File: src/rtl/pmem_arbiter.sv
// pmem_arbiter: arbitrates victim-cache writebacks and L2 line fills onto a
// single 128-bit physical-memory port.
// Optional feature macro: PMEM_RAW_FWD_EN (forward a pending writeback line
// straight to an L2 fill of the same address instead of reading memory).
module pmem_arbiter #(
  parameter int unsigned STARVE_MAX = 2
) (
  input  logic         clk,
  input  logic         reset_n,
  input  logic         VC_write,
  input  logic [11:0]  wb_address,
  input  logic [127:0] wb_data,
  output logic         mem_ack,
  input  logic         L2_pmem_read,
  input  logic [11:0]  L2_pmem_address,
  output logic         L2_pmem_resp,
  output logic [127:0] L2_pmem_rdata,
  output logic         L2toPmem_busy,
  output logic         pmem_read,
  output logic         pmem_write,
  output logic [15:0]  pmem_address,
  output logic [127:0] pmem_wdata,
  input  logic [127:0] pmem_rdata,
  input  logic         pmem_resp
);

  typedef enum logic [2:0] {
    IDLE,
    WR,
    RD,
    WR_ACK,
    RD_ACK
  } state_t;

  localparam logic [1:0] LP_STARVE_MAX = 2'(STARVE_MAX);

  state_t       r_state;
  state_t       w_state_nx;
  logic [1:0]   r_starve;
  logic [11:0]  r_line_addr;
  logic [127:0] r_wdata;
  logic [127:0] r_rdata;
  logic         w_grant_wr;
  logic         w_grant_rd;
  logic         w_fwd;
  logic         w_addr_match;
  logic         w_starved;
`ifdef PMEM_RAW_FWD_EN
  logic         r_fwd_pend;
`endif

  // Every output is decoded from state or taken from a latch: no request
  // input reaches the memory port combinationally.
  assign pmem_read     = (r_state == RD);
  assign pmem_write    = (r_state == WR);
  assign mem_ack       = (r_state == WR_ACK);
  assign L2_pmem_resp  = (r_state == RD_ACK);
  assign L2toPmem_busy = (r_state == RD) || (r_state == RD_ACK);
  assign pmem_address  = {r_line_addr, 4'b0000};
  assign pmem_wdata    = r_wdata;
  assign L2_pmem_rdata = r_rdata;

  // Grant decision, only meaningful in IDLE.
  always_comb begin
    w_grant_wr   = 1'b0;
    w_grant_rd   = 1'b0;
    w_fwd        = 1'b0;
    w_addr_match = (L2_pmem_address == wb_address);
    w_starved    = (r_starve == LP_STARVE_MAX);
    if (r_state == IDLE) begin
      if (L2_pmem_read && VC_write) begin
`ifdef PMEM_RAW_FWD_EN
        // A write left pending by a forward goes next regardless of the counter.
        if (r_fwd_pend || w_starved) begin
          w_grant_wr = 1'b1;
        end else if (w_addr_match) begin
          w_fwd = 1'b1;
        end else begin
          w_grant_rd = 1'b1;
        end
`else
        // Same-line conflict: write first so the fill reads the new line.
        if (w_addr_match || w_starved) begin
          w_grant_wr = 1'b1;
        end else begin
          w_grant_rd = 1'b1;
        end
`endif
      end else if (L2_pmem_read) begin
        w_grant_rd = 1'b1;
      end else if (VC_write) begin
        w_grant_wr = 1'b1;
      end
    end
  end

  // Next-state logic.
  always_comb begin
    w_state_nx = r_state;
    unique case (r_state)
      IDLE: begin
        if (w_grant_wr) begin
          w_state_nx = WR;
        end else if (w_grant_rd) begin
          w_state_nx = RD;
        end else if (w_fwd) begin
          w_state_nx = RD_ACK;
        end
      end
      WR:      if (pmem_resp) w_state_nx = WR_ACK;
      RD:      if (pmem_resp) w_state_nx = RD_ACK;
      WR_ACK:  w_state_nx = IDLE;
      RD_ACK:  w_state_nx = IDLE;
      default: w_state_nx = IDLE;
    endcase
  end

  // State register.
  always_ff @(posedge clk) begin
    if (!reset_n) begin
      r_state <= IDLE;
    end else begin
      r_state <= w_state_nx;
    end
  end

  // Address/data latches captured at grant, fill data captured on response.
  always_ff @(posedge clk) begin
    if (!reset_n) begin
      r_line_addr <= '0;
      r_wdata     <= '0;
      r_rdata     <= '0;
    end else begin
      if (w_grant_wr) begin
        r_line_addr <= wb_address;
        r_wdata     <= wb_data;
      end else if (w_grant_rd) begin
        r_line_addr <= L2_pmem_address;
      end
      if (w_fwd) begin
        r_rdata <= wb_data;
      end else if ((r_state == RD) && pmem_resp) begin
        r_rdata <= pmem_rdata;
      end
    end
  end

  // Starve counter: reads granted while a writeback waits, saturating.
  always_ff @(posedge clk) begin
    if (!reset_n) begin
      r_starve <= '0;
    end else if (r_state == IDLE) begin
      if (!VC_write || w_grant_wr) begin
        r_starve <= '0;
      end else if ((w_grant_rd || w_fwd) && !w_starved) begin
        r_starve <= r_starve + 2'd1;
      end
    end
  end

`ifdef PMEM_RAW_FWD_EN
  // Remembers that a forward bypassed the writeback; cleared at the next IDLE.
  always_ff @(posedge clk) begin
    if (!reset_n) begin
      r_fwd_pend <= 1'b0;
    end else if (w_fwd) begin
      r_fwd_pend <= 1'b1;
    end else if (r_state == IDLE) begin
      r_fwd_pend <= 1'b0;
    end
  end
`endif

endmodule

File: config.mk
export PLATFORM = sky130hd
export DESIGN_NAME = pmem_arbiter
export DESIGN_NICKNAME = d
export VERILOG_FILES = /design/src/rtl/pmem_arbiter.sv
export SDC_FILE = /design/constraint.sdc
export NUM_CORES = 1
export LEC_CHECK = 0
export BUFFER_PORTS_ARGS = -buffer_cell sky130_fd_sc_hd__buf_2
export CAP_MARGIN = 25
export CORE_AREA = 2 2 217 219
export CTS_CLUSTER_DIAMETER = 40
export DETAILED_ROUTE_END_ITERATION = 8
export DIE_AREA = 0 0 219 221
export PLACE_DENSITY = 0.46
export SETUP_SLACK_MARGIN = 0.15
export SYNTH_ARGS = -nofsm -noshare
export SYNTH_HDL_FRONTEND = slang
export SYNTH_SLANG_ARGS = --single-unit
File: constraint.sdc
create_clock -name clk -period 1.72 [get_ports clk]
set_clock_uncertainty 0.1 [all_clocks]
set_input_delay 0.086 -clock clk [delete_from_list [all_inputs] [get_ports clk]]
set_output_delay 0.086 -clock clk [all_outputs]
set_load 0.02 [all_outputs]
# Yosys cells after proc, flatten, opt, wreduce, memory -nomap -nowiden
# Index checks and enable logic that the tools add are counted.
op_classes:
  addsub: 1
  multipliers: 0
  div: 0
  n_lt_le_gt_ge: 0
  n_eq_ne: 9
  shifts: 0
  mux: 18
  bitwise_logic: 0
  n_reduce_logical: 13
ops:
  columns: ["cell", "n"]
  rows:
  - ["$mux 12", 2]
  - ["$eq 12x12->1", 1]
  - ["$mux 3", 4]
  - ["$mux 1", 9]
  - ["$pmux 3 s3", 1]
  - ["$eq 3x2->1 const B", 2]
  - ["$mux 2", 2]
  - ["$ne 2x1->1 const B", 2]
  - ["$reduce_bool 2->1", 2]
  - ["$eq 3x1->1 const B", 1]
  - ["$eq 3x3->1 const B", 1]
  - ["$logic_and 1x1->1", 3]
  - ["$logic_not 3->1", 1]
  - ["$logic_or 1x1->1", 3]
  - ["$ne 3x3->1 const B", 1]
  - ["$reduce_and 3->1", 1]
  - ["$add 2x1->2 const B", 1]
  - ["$eq 2x2->1 const B", 1]
  - ["$logic_not 1->1", 2]
  - ["$reduce_and 2->1", 1]
word_totals:
  ff_bits: 273
  latch_bits: 0
  ram_bits: 0
  mem_bits_ro: 0
  inputBits: 285
  wordCells: 46
  n_memories: 0

# Logic depth before layout (Yosys ltp)
# Gate-level depths: netlist of run 1.
depth:
  depth_word: 8
  mapped_depth: 8
  depth_no_buf: 6

# Worst setup path before layout of run 1
# Ideal clock, no wire load.
synth_path:
  kind: "reg2reg"
  start: "reg r_state[1]"
  end: "reg r_rdata[108] (netlist: L2_pmem_rdata[108])"
  setup_time_ns: 0.132
  arrival_ns: 1.784
  path_slack_ns: -0.296
  path_stages_with_launch: 7
  n_path_buf: 2
  synth_period_minus_slack_ns: 2.016
  cell_sequence: "dfxtp_1 nor3b_1 nand2_1 clkbuf_1 clkbuf_1 nand2_1 a21oi_1"
synth_between:
  elab_chain_cells: 2
synth_rtl:
  columns: ["item", "line_no", "source"]
  rows:
  - ["from (decl)", "37", "state_t r_state;"]
  - ["from (signal assigned)", "123", "r_state <= w_state_nx;"]
  - ["$eq 3x2->1", null, null]
  - ["named net pmem_read", "19", "output logic pmem_read,"]
  - ["$logic_and 1x1->1", "142", "end else if ((r_state == RD) && pmem_resp) begin"]
  - ["to (signal assigned)", "141", "r_rdata <= wb_data;"]
  - ["to (signal assigned)", "143", "r_rdata <= pmem_rdata;"]
  - ["to (decl)", "42", "logic [127:0] r_rdata;"]
# The timed path passes the listed nets, and every way through them passes these cells.
# A chain may end at the register's enable or synchronous reset.

# Worst setup path in the final report of run 1
layout_path:
  start: "reg r_state[2]"
  end: "reg r_wdata[112] (netlist: pmem_wdata[112])"
layout_between:
  elab_chain_cells: 2
layout_rtl:
  columns: ["item", "line_no", "source"]
  rows:
  - ["$logic_not 3->1", "70", "if (r_state == IDLE) begin"]
  - ["$mux 1", "70", null]
  - ["to (signal assigned)", "136", "r_wdata <= wb_data;"]
  - ["to (decl)", "41", "logic [127:0] r_wdata;"]
# Every way passes these cells.

==> results of run 1 <==
power breakdown:
part / total [mW] / internal (mW) / switching (mW)
combinational: 4.32 / 2.11 / 2.21
sequential: 6.87 / 6.69 / 0.185
clock: 9.94 / 6.46 / 3.48
total: 21.1 / 15.2 / 5.88
how the worst max path moves through the flow:
| stage | from | end | slack (ns) | cells after the start |
|---|---|---|---|---|
| after floorplan | r_state[2] | pmem_wdata[100] | 0.14 | 7 |
| after global placement | wb_address[11] | r_line_addr[5] | -0.25 | 7 |
| after detailed placement | wb_address[11] | r_line_addr[9] | -0.29 | 7 |
| after CTS | r_state[2] | L2toPmem_busy | -0.06 | 4 |
| after global routing | r_state[2] | pmem_wdata[112] | -0.15 | 10 |
| final | r_state[2] | pmem_wdata[112] | -0.08 | 10 |
worst max-delay path: stages, from the launching register on:
cell and delay [ns]:
dfxtp_4 0.35, buf_6 0.11, nor3_2 0.16, buf_4 0.15
and2_4 0.18, buf_12 0.12, buf_6 0.09, buf_6 0.11
clkbuf_16 0.16, nand3_2 0.07, a21oi_1 0.14
sequential cells by signal (all words and copies together), names as in the netlist:
register       cells
L2_pmem_rdata    128
r_line_addr       12
r_starve           2
r_state            3
pmem_wdata       128
what timing repair did:
item | in CTS | in global routing
gates cloned | 29 | 6
setup endpoints to repair | 250 | 278
endpoints found under the hold margin | 273 | 0
buffers inserted | 25 | 5
resized for setup | 129 | 128
hold buffers | 284 | 0
pin swaps | 28 | 52
per-layer routing:
layer,GRT usage (%),routed length (um),up-vias
met5,0,0,-
met4,8.958,1887,0
met3,3.423,2614,104
met2,33.26,24600,468
met1,23.01,20450,6188
li1,-,-,6163
layout make-up:
class                           instances  area, sq um  area share, %
Timing Repair Buffer                  972         7861          38.29
Clock inverter                         28        325.3          1.584
Tap cell                              607        759.5          3.699
Multi-Input combinational cell        868         4696          22.87
Inverter                                5        26.28         0.1280
Sequential cell                       273         5479          26.69
Clock buffer                           64         1384          6.740
through the flow:
stage,hold slack [ns],TNS (ns),setup WS (ns),cell area [sq um],instances
after floorplan,0.1220,0,0.1438,10270,1268
after global placement,0.2263,-18.67,-0.2506,14010,2376
after detailed placement,0.2325,-25.35,-0.2928,14010,2376
after CTS,0.1699,-1.684,-0.06387,20020,2806
after global routing,0.1934,-10.83,-0.1489,20530,2817
final,0.2044,-1.671,-0.08428,20530,2817
cells by family after synthesis:
logic type	count (synthesis)	share of synthesized area (%)
adder cells (fa/ha/maj)	1	0.1235
XOR/XNOR	12	1.038
other	1	0.03702
buffers and inverters	128	5.484
flip-flops	273	53.95
AO/OA/AOI/OAI	430	21.74
AND/OR/NAND/NOR	420	17.63
cell usage in the layout, fill, tap and decap left out, types with 12 or more instances in the layout:
master	instances
xnor2_1	12
o21ai_1	55
o21ai_2	16
a21oi_1	243
buf_16	26
buf_6	25
clkbuf_16	55
nand3_2	25
buf_12	35
dfxtp_1	268
nand3_1	100
o21ai_0	71
nand2_1	255
a21oi_2	25
buf_2	553
buf_4	38
dlygate4sd3_1	284
==> impl_metrics.ini, run 1 <==
[die]
fp-row-count = 79
dieWidth_um = 219
start_util_pct = 21.99
core_sq_um = 46060
num_io_pins = 562
die-area_sq_um = 48400
die_h_um = 221

[final_layout]
fillerInstances = 4465
utilization_pct = 44.57
fin_nets = 2456
area_growth_pct = 102.7
final_layout_size_suffix_gt1_share_pct = 40.14
antenna_cells = 0

[placement]
detailed_place_hpwl_um = 30460
gp_congestion = 0.8428
portBuffers = 557

[yosys]
netlist-cell-type-count = 28
ys_seq_area_share_pct = 53.95
yosys-top-cells-area = dfxtp_1 (54%), a21oi_1 (13%), nand2_1 (10%)
synthTopCellsByCount = dfxtp_1 (273), nand2_1 (271), a21oi_1 (270)
yosysTopAreaCell = dfxtp_1
synth.most_common_cell = dfxtp_1
yosysTopAreaCellShare_pct = 53.95
netlist_area_sq_um = 10130
syn_area_per_cell_sq_um = 8.008
synth_warnings = 0
syn_inst = 1265
synth_seq_cells = 273
ys.flop_type = dfxtp_1
synth_edf_count = 0
synthArstFlopShare_pct = 0

[sta]
drv_slew = 0
finalSetupViolations = 82
post-route-period-util_pct = 104.9
hold_violations = 0
worst_slew_pin_slew_ns = 0.6763
rsz0062_at_grt = true
max_freq_mhz = 554.2
slew_headroom_pct = 55.05
setup_ws_ns = -0.08428
period_needed_ns = 1.804

[critical_path]
regToRegSetupSlack_ns = -0.08
crit_arrival_ns = 2.21
cp_max_fo = 5
endpoint_kind = register
worst_setup_path_start_kind = register
worstSetupPathType = register to register
r2r_start = r_state[2]
r2r-end = pmem_wdata[112]
worstRegToRegCells = 10
required_ns = 2.12

[routing]
drc = 0
vias = 12920
totalWireLength_um = 49560
wire_per_inst_um = 17.59
vias_per_cell = 4.588
drtIter0Drc = 753
antenna_left = 0
dr.pass1.iters = 5

[power_and_ir_drop]
leakage_nw = 8.897
p_per_area_nw_per_um2 = 1029
ir_drop_mv = 0.8708
total_power_mw = 21.13

[grt]
first_global_vias = 12860
grt_pass1_wl_um = 72990
track_usage_pct = 19.25
antenna_found_initial = 0
overflow = 0
grt_max_degree = 80

[cts]
cts_max_level = 2
cts_tree = yes
root_buffer = clkbuf_16
clk_path_buf_depth = 3
cts.clk_slew.worst_paths_ns = 0.05
clk_latency_ns = 0.57
numCtsBuffers = 50
clkSinkCount = 273

[status]
failed_checks = setup timing
status = finished, violations left

[worst_hold_path]
hold_path.class = input port to register
hp-start = wb_data[3]
hold_path_depth = 4
min_to = pmem_wdata[3]

[flow_run]
maxCapViolations = 0
(Power assumes the default switching activity.)
==> run 2, diff against run 1 <==
==> constraint.sdc (replaced) <==
create_clock -name clk -period 1.72 [get_ports clk]
set_clock_uncertainty 0.1 [all_clocks]
set_input_delay 0.516 -clock clk [delete_from_list [all_inputs] [get_ports clk]]
set_output_delay 0.516 -clock clk [all_outputs]
set_load 0.02 [all_outputs]
==> run 2 against run 1 <==
Compared with the run above:
- the flow still finishes with violations (setup timing)
- design area decreased by 1.9%
- core utilization decreased by 0.85 points
- non-clock buffer count decreased by 224
- power increased by 4.3%
- critical path depth decreased by 6
- flip-flop and latch count unchanged
- first-iteration DRC count decreased by 22%
- maximum frequency decreased by 15%
- setup slack got worse by 0.33 ns
- largest power group unchanged
==> impl_metrics.ini, run 2 (synthesized netlist as in run 1, its figures left out) <==
[grt]
grt_max_degree = 70
overflow = 0
antenna_found_initial = 9
grt_pass1_wl_um = 68590
first_global_vias = 11380
track_usage_pct = 18.33

[critical_path]
critical_path.cell_chain = nor2_2, and2_4, or2_4, buf_6
r2r-end = L2_pmem_rdata[120]
crit_arrival_ns = 1.52
required_ns = 1.10
path_depth = 4
crit_family = simple AND/OR/NAND/NOR gates
setup.worst_path.start = r_state[0]
worst_setup_path_start_kind = register
critical_path_buf_inv_count = 1
regToRegSetupSlack_ns = -0.15
slowest_stage = dfxtp_4
endpoint_kind = output port
slowest_delay_ns = 0.38
cp_max_fo = 4
worstRegToRegCells = 9
r2r_start = r_state[0]
worstSetupPathType = register to output port

[final_layout]
final_cell_mix = buf_2 (521), dfxtp_1 (239), nand2_1 (223), a21oi_1 (158), a21oi_2 (112)
fillerInstances = 4500
fin_nets = 2235
final_layout_size_suffix_gt1_share_pct = 60.15
area_growth_pct = 98.81
final_common_cell = buf_2
multiInputGateArea_sq_um = 5843
final_cells = 2602
ff_latch_area_sq_um = 5515

[die]
num_io_pins = 562
die-area_sq_um = 48400
start_util_pct = 21.99
core_sq_um = 46060
fp-row-count = 79
die_h_um = 221
dieWidth_um = 219

[sta]
post-route-period-util_pct = 123.9
timing.hold.ws_ns = 0.07804
period_needed_ns = 2.132
rsz0062_at_grt = true
drv_slew = 0
setup_ws_ns = -0.4116
max_freq_mhz = 469.1
fin_setup_tns_ns = -18.32
finalSetupViolations = 300
hold_violations = 0

[placement]
detailed_place_hpwl_um = 30630
gp_congestion = 0.7828
dp_cells = 2387
portBuffers = 557

[power_and_ir_drop]
ir_drop_mv = 0.8602
leakage_nw = 8.551
p_per_area_nw_per_um2 = 1095
total_power_mw = 22.05

[routing]
antenna_left = 0
vias_per_cell = 4.679
wire_per_inst_um = 19.54
totalWireLength_um = 50840
drc = 0
drtIter0Drc = 585
dr.pass1.iters = 5
vias = 12180

[cts]
clk_latency_ns = 0.58
numCtsBuffers = 53
cts_tree = yes
cts_max_level = 2
clk_path_buf_depth = 3
cts_hold_buf = 0
cts.clk_slew.worst_paths_ns = 0.05
root_buffer = clkbuf_16
clkSinkCount = 273

[worst_hold_path]
hold_path_depth = 3
hold_path.class = input port to register
min_to = pmem_wdata[107]
hp-start = wb_data[107]

[status]
status = finished, violations left
failed_checks = setup timing

[flow_run]
maxCapViolations = 0
run 2: worst max path at each step:
| stage | endpoint | slack (ns) |
|---|---|---|
| 2_1_floorplan | r_line_addr[11] | -0.20 |
| 3_3_place_gp | pmem_wdata[93] | -0.51 |
| 3_5_place_dp | pmem_wdata[43] | -0.55 |
| 4_1_cts | L2toPmem_busy | -0.42 |
| 5_1_grt | L2toPmem_busy | -0.45 |
| 6_report | L2toPmem_busy | -0.41 |
run 2: cell type report:
| cell class | count | share of cell area, % |
|---|---|---|
| Clock inverter | 30 | 1.640 |
| Tap cell | 607 | 3.771 |
| Antenna cell | 5 | 0.06213 |
| Clock buffer | 66 | 7.437 |
| Inverter | 5 | 0.1305 |
| Sequential cell | 273 | 27.39 |
| Multi-Input combinational cell | 868 | 29.01 |
| Timing Repair Buffer | 748 | 30.56 |
run 2: worst min-delay path, stage by stage:
cell     delay, ns
buf_2         0.09
nand3_1       0.05
a21oi_1       0.05
run 2: metrics by stage:
| stage | utilization, % | worst slack, ns | instance area (sq um) |
|---|---|---|---|
| finish | 43.72 | -0.4116 | 20140 |
| floorplan | - | -0.1965 | 10400 |
| detailed placement | 31.05 | -0.5499 | 14300 |
| global route | 43.71 | -0.4496 | 20130 |
| CTS | 38.73 | -0.4231 | 17840 |
| global placement | 31.05 | -0.5103 | 14300 |
run 2: power breakdown:
group          internal [mW]  switching [mW]  leakage, nW
combinational           2.16            2.44         5.42
sequential              6.70           0.219         2.24
clock                   6.92            3.61        0.897
total                   15.8            6.27         8.55
run 2: layer usage:
metal,track usage [%],vias to the layer above,part of all wire (%)
met4,5.732,10,2.2
met3,6.364,85,8.8
met5,0,-,0.11
met1,20.99,5861,39
li1,-,5765,-
met2,31.77,454,50
run 2: repair_timing:
item | in CTS | in global routing
pin swaps | 20 | 149
gates cloned | 24 | 25
endpoints found under the setup margin | 545 | 546
setup buffers | 39 | 26
resized for setup | 194 | 443
==> run 3, diff against run 2 <==
--- a/config.mk
+++ b/config.mk
@@ -12,7 +12,8 @@
 export DETAILED_ROUTE_END_ITERATION = 8
 export DIE_AREA = 0 0 219 221
 export PLACE_DENSITY = 0.46
-export SETUP_SLACK_MARGIN = 0.15
+export SETUP_SLACK_MARGIN = 0.1
+export SKIP_CTS_REPAIR_TIMING = 1
 export SYNTH_ARGS = -nofsm -noshare
 export SYNTH_HDL_FRONTEND = slang
 export SYNTH_SLANG_ARGS = --single-unit
==> run 3 against run 2 <==
Compared with the run above:
- die area did not move
- design area is 9.2% higher
- worst hold slack lost 0.0063 ns
- core utilization is 4.0 points higher
- the flow still finishes with violations (setup timing)
- largest power group unchanged
- sequential power increased by 1%
- clock power barely moved
- via count grew 0.66%
==> impl_metrics.ini, run 3 (synthesized netlist as in run 1, its figures left out) <==
[routing]
wire_per_inst_um = 19.58
totalWireLength_um = 50890
drtIter0Drc = 468
drc = 0
vias_per_cell = 4.715
dr.pass1.iters = 4
vias = 12260
antenna_left = 0

[cts]
clkSinkCount = 273
numCtsBuffers = 52
cts_max_level = 2
cts.clk_slew.worst_paths_ns = 0.06
clk_path_buf_depth = 3
root_buffer = clkbuf_16
cts_tree = yes
clk_latency_ns = 0.57

[grt]
first_global_vias = 11160
track_usage_pct = 16.27
grt_max_degree = 60
antenna_found_initial = 9
overflow = 0
grt_pass1_wl_um = 62550

[final_layout]
final_common_cell = buf_6
area_growth_pct = 117.2
fin_nets = 2230
final_cell_mix = buf_6 (300), dfxtp_2 (270), buf_2 (270), nand2_1 (269), a21oi_1 (164)
final_layout_size_suffix_gt1_share_pct = 71.57
fillerInstances = 4240

[worst_hold_path]
hold_path.class = input port to register

[power_and_ir_drop]
total_power_mw = 22.47
p_per_area_nw_per_um2 = 1022
power.internal_mw = 16.13
power.switching_mw = 6.341
leakage_nw = 8.661
p_clk_share_pct = 47.9
ir_drop_mv = 0.7719
power_frac_seq_pct = 31.2
switching_share_pct = 28.22
pwr-share-comb_pct = 20.9

[sta]
fin_setup_tns_ns = -2.305
rsz0062_at_grt = true
finalSetupViolations = 43
period_needed_ns = 2.151
post-route-period-util_pct = 125.1
drv_slew = 0
hold_violations = 0
max_freq_mhz = 464.8
setup_ws_ns = -0.4313

[critical_path]
slowest_stage = dfxtp_4
worst_setup_path_start_kind = register
worstSetupPathType = register to output port
cp_max_fo = 5
critical_path_buf_inv_count = 2
slowest_delay_ns = 0.35
crit_top_cell = buf_6
regToRegSetupSlack_ns = -0.08
required_ns = 1.10
r2r-end = pmem_wdata[106]
crit_family = simple AND/OR/NAND/NOR gates
worstRegToRegCells = 8
crit_arrival_ns = 1.54
critical_path.cell_chain = buf_6, and2_4, or2_4, buf_6
cp-endpoint = L2toPmem_busy
setup.worst_path.start = r_state[2]
r2r_start = r_state[2]
endpoint_kind = output port
path_depth = 4

[placement]
portBuffers = 557
detailed_place_hpwl_um = 30110
gp_congestion = 0.7713

[die]
dieWidth_um = 219
fp-row-count = 79
die_h_um = 221
die-area_sq_um = 48400
start_util_pct = 21.99
num_io_pins = 562
core_sq_um = 46060

[status]
status = finished, violations left
failed_checks = setup timing

[flow_run]
maxCapViolations = 0
## run 3: changes by cell type in the layout (fill, tap and decap cells not counted), moves of 24 or more
cell | before | now
o21ai_1 | 30 | 79
o21ai_0 | 38 | 11
nand2_4 | 26 | 2
buf_6 | 59 | 300
nand3_1 | 74 | 3
buf_2 | 521 | 270
nand3_4 | 16 | 64
nand2_1 | 223 | 269
dfxtp_1 | 239 | 0
dfxtp_2 | 31 | 270
## run 3: worst min path at each step
stage	to	startpoint	cells past startpoint	slack [ns]
global route	L2_pmem_rdata[85]	pmem_rdata[85]	3	0.03
finish	L2_pmem_rdata[78]	pmem_rdata[78]	3	0.07
floorplan	r_starve[0]	r_starve[0]	2	0.35
global placement	r_line_addr[11]	r_line_addr[11]	2	0.33
CTS	L2_pmem_rdata[112]	pmem_rdata[112]	3	0.02
detailed placement	r_line_addr[11]	r_line_addr[11]	2	0.33
## run 3: worst register-to-register path: cells and delay by family (launching register included)
family / cells / cell delay (ns)
flip-flops: 1 / 0.35
AO/OA/AOI/OAI: 2 / 0.28
buffers and inverters: 4 / 0.65
AND/OR/NAND/NOR: 2 / 0.31
## run 3: per-stage QoR
step           instance area (sq um)  hold WS (ns)  utilization (%)  setup slack, ns  std cells
2_1_floorplan                  10350        0.3461                -          -0.1965       1268
3_3_place_gp                   14310        0.3322            31.07          -0.6301       2391
3_5_place_dp                   14310        0.3345            31.07          -0.6607       2391
4_1_cts                        16150       0.02331            35.07          -0.5839       2488
5_1_grt                        21990       0.03447            47.75          -0.4846       2597
6_report                       22000       0.07170            47.76          -0.4313       2599
## run 3: power groups by stage
stage	Clock, mW	Combinational [mW]	Sequential [mW]
floorplan	0	1.06	7.39
global placement	0	2.82	6.96
detailed placement	0	2.82	6.97
CTS	11.0	2.83	6.85
global route	11.3	4.94	7.05
finish	10.8	4.69	7.02
## run 3: final cells by class
type,count,area (sq um),area share [%]
antenna,5,12.51,0.05687
clock buffer,63,1394,6.336
clock inverter,34,449.2,2.042
inverter,5,26.28,0.1194
multi-input combinational,870,6140,27.91
sequential,273,5814,26.43
tap,607,759.5,3.452
timing repair buffer,742,7405,33.66
## run 3: per-layer routing
metal  global-route usage, %  vias up  wire [um]
li1                        -     5758          -
met1                   18.30     5871      19370
met2                   27.19      521      25540
met3                   6.845       95       4582
met4                   6.168       10       1335
met5                       0        -         67
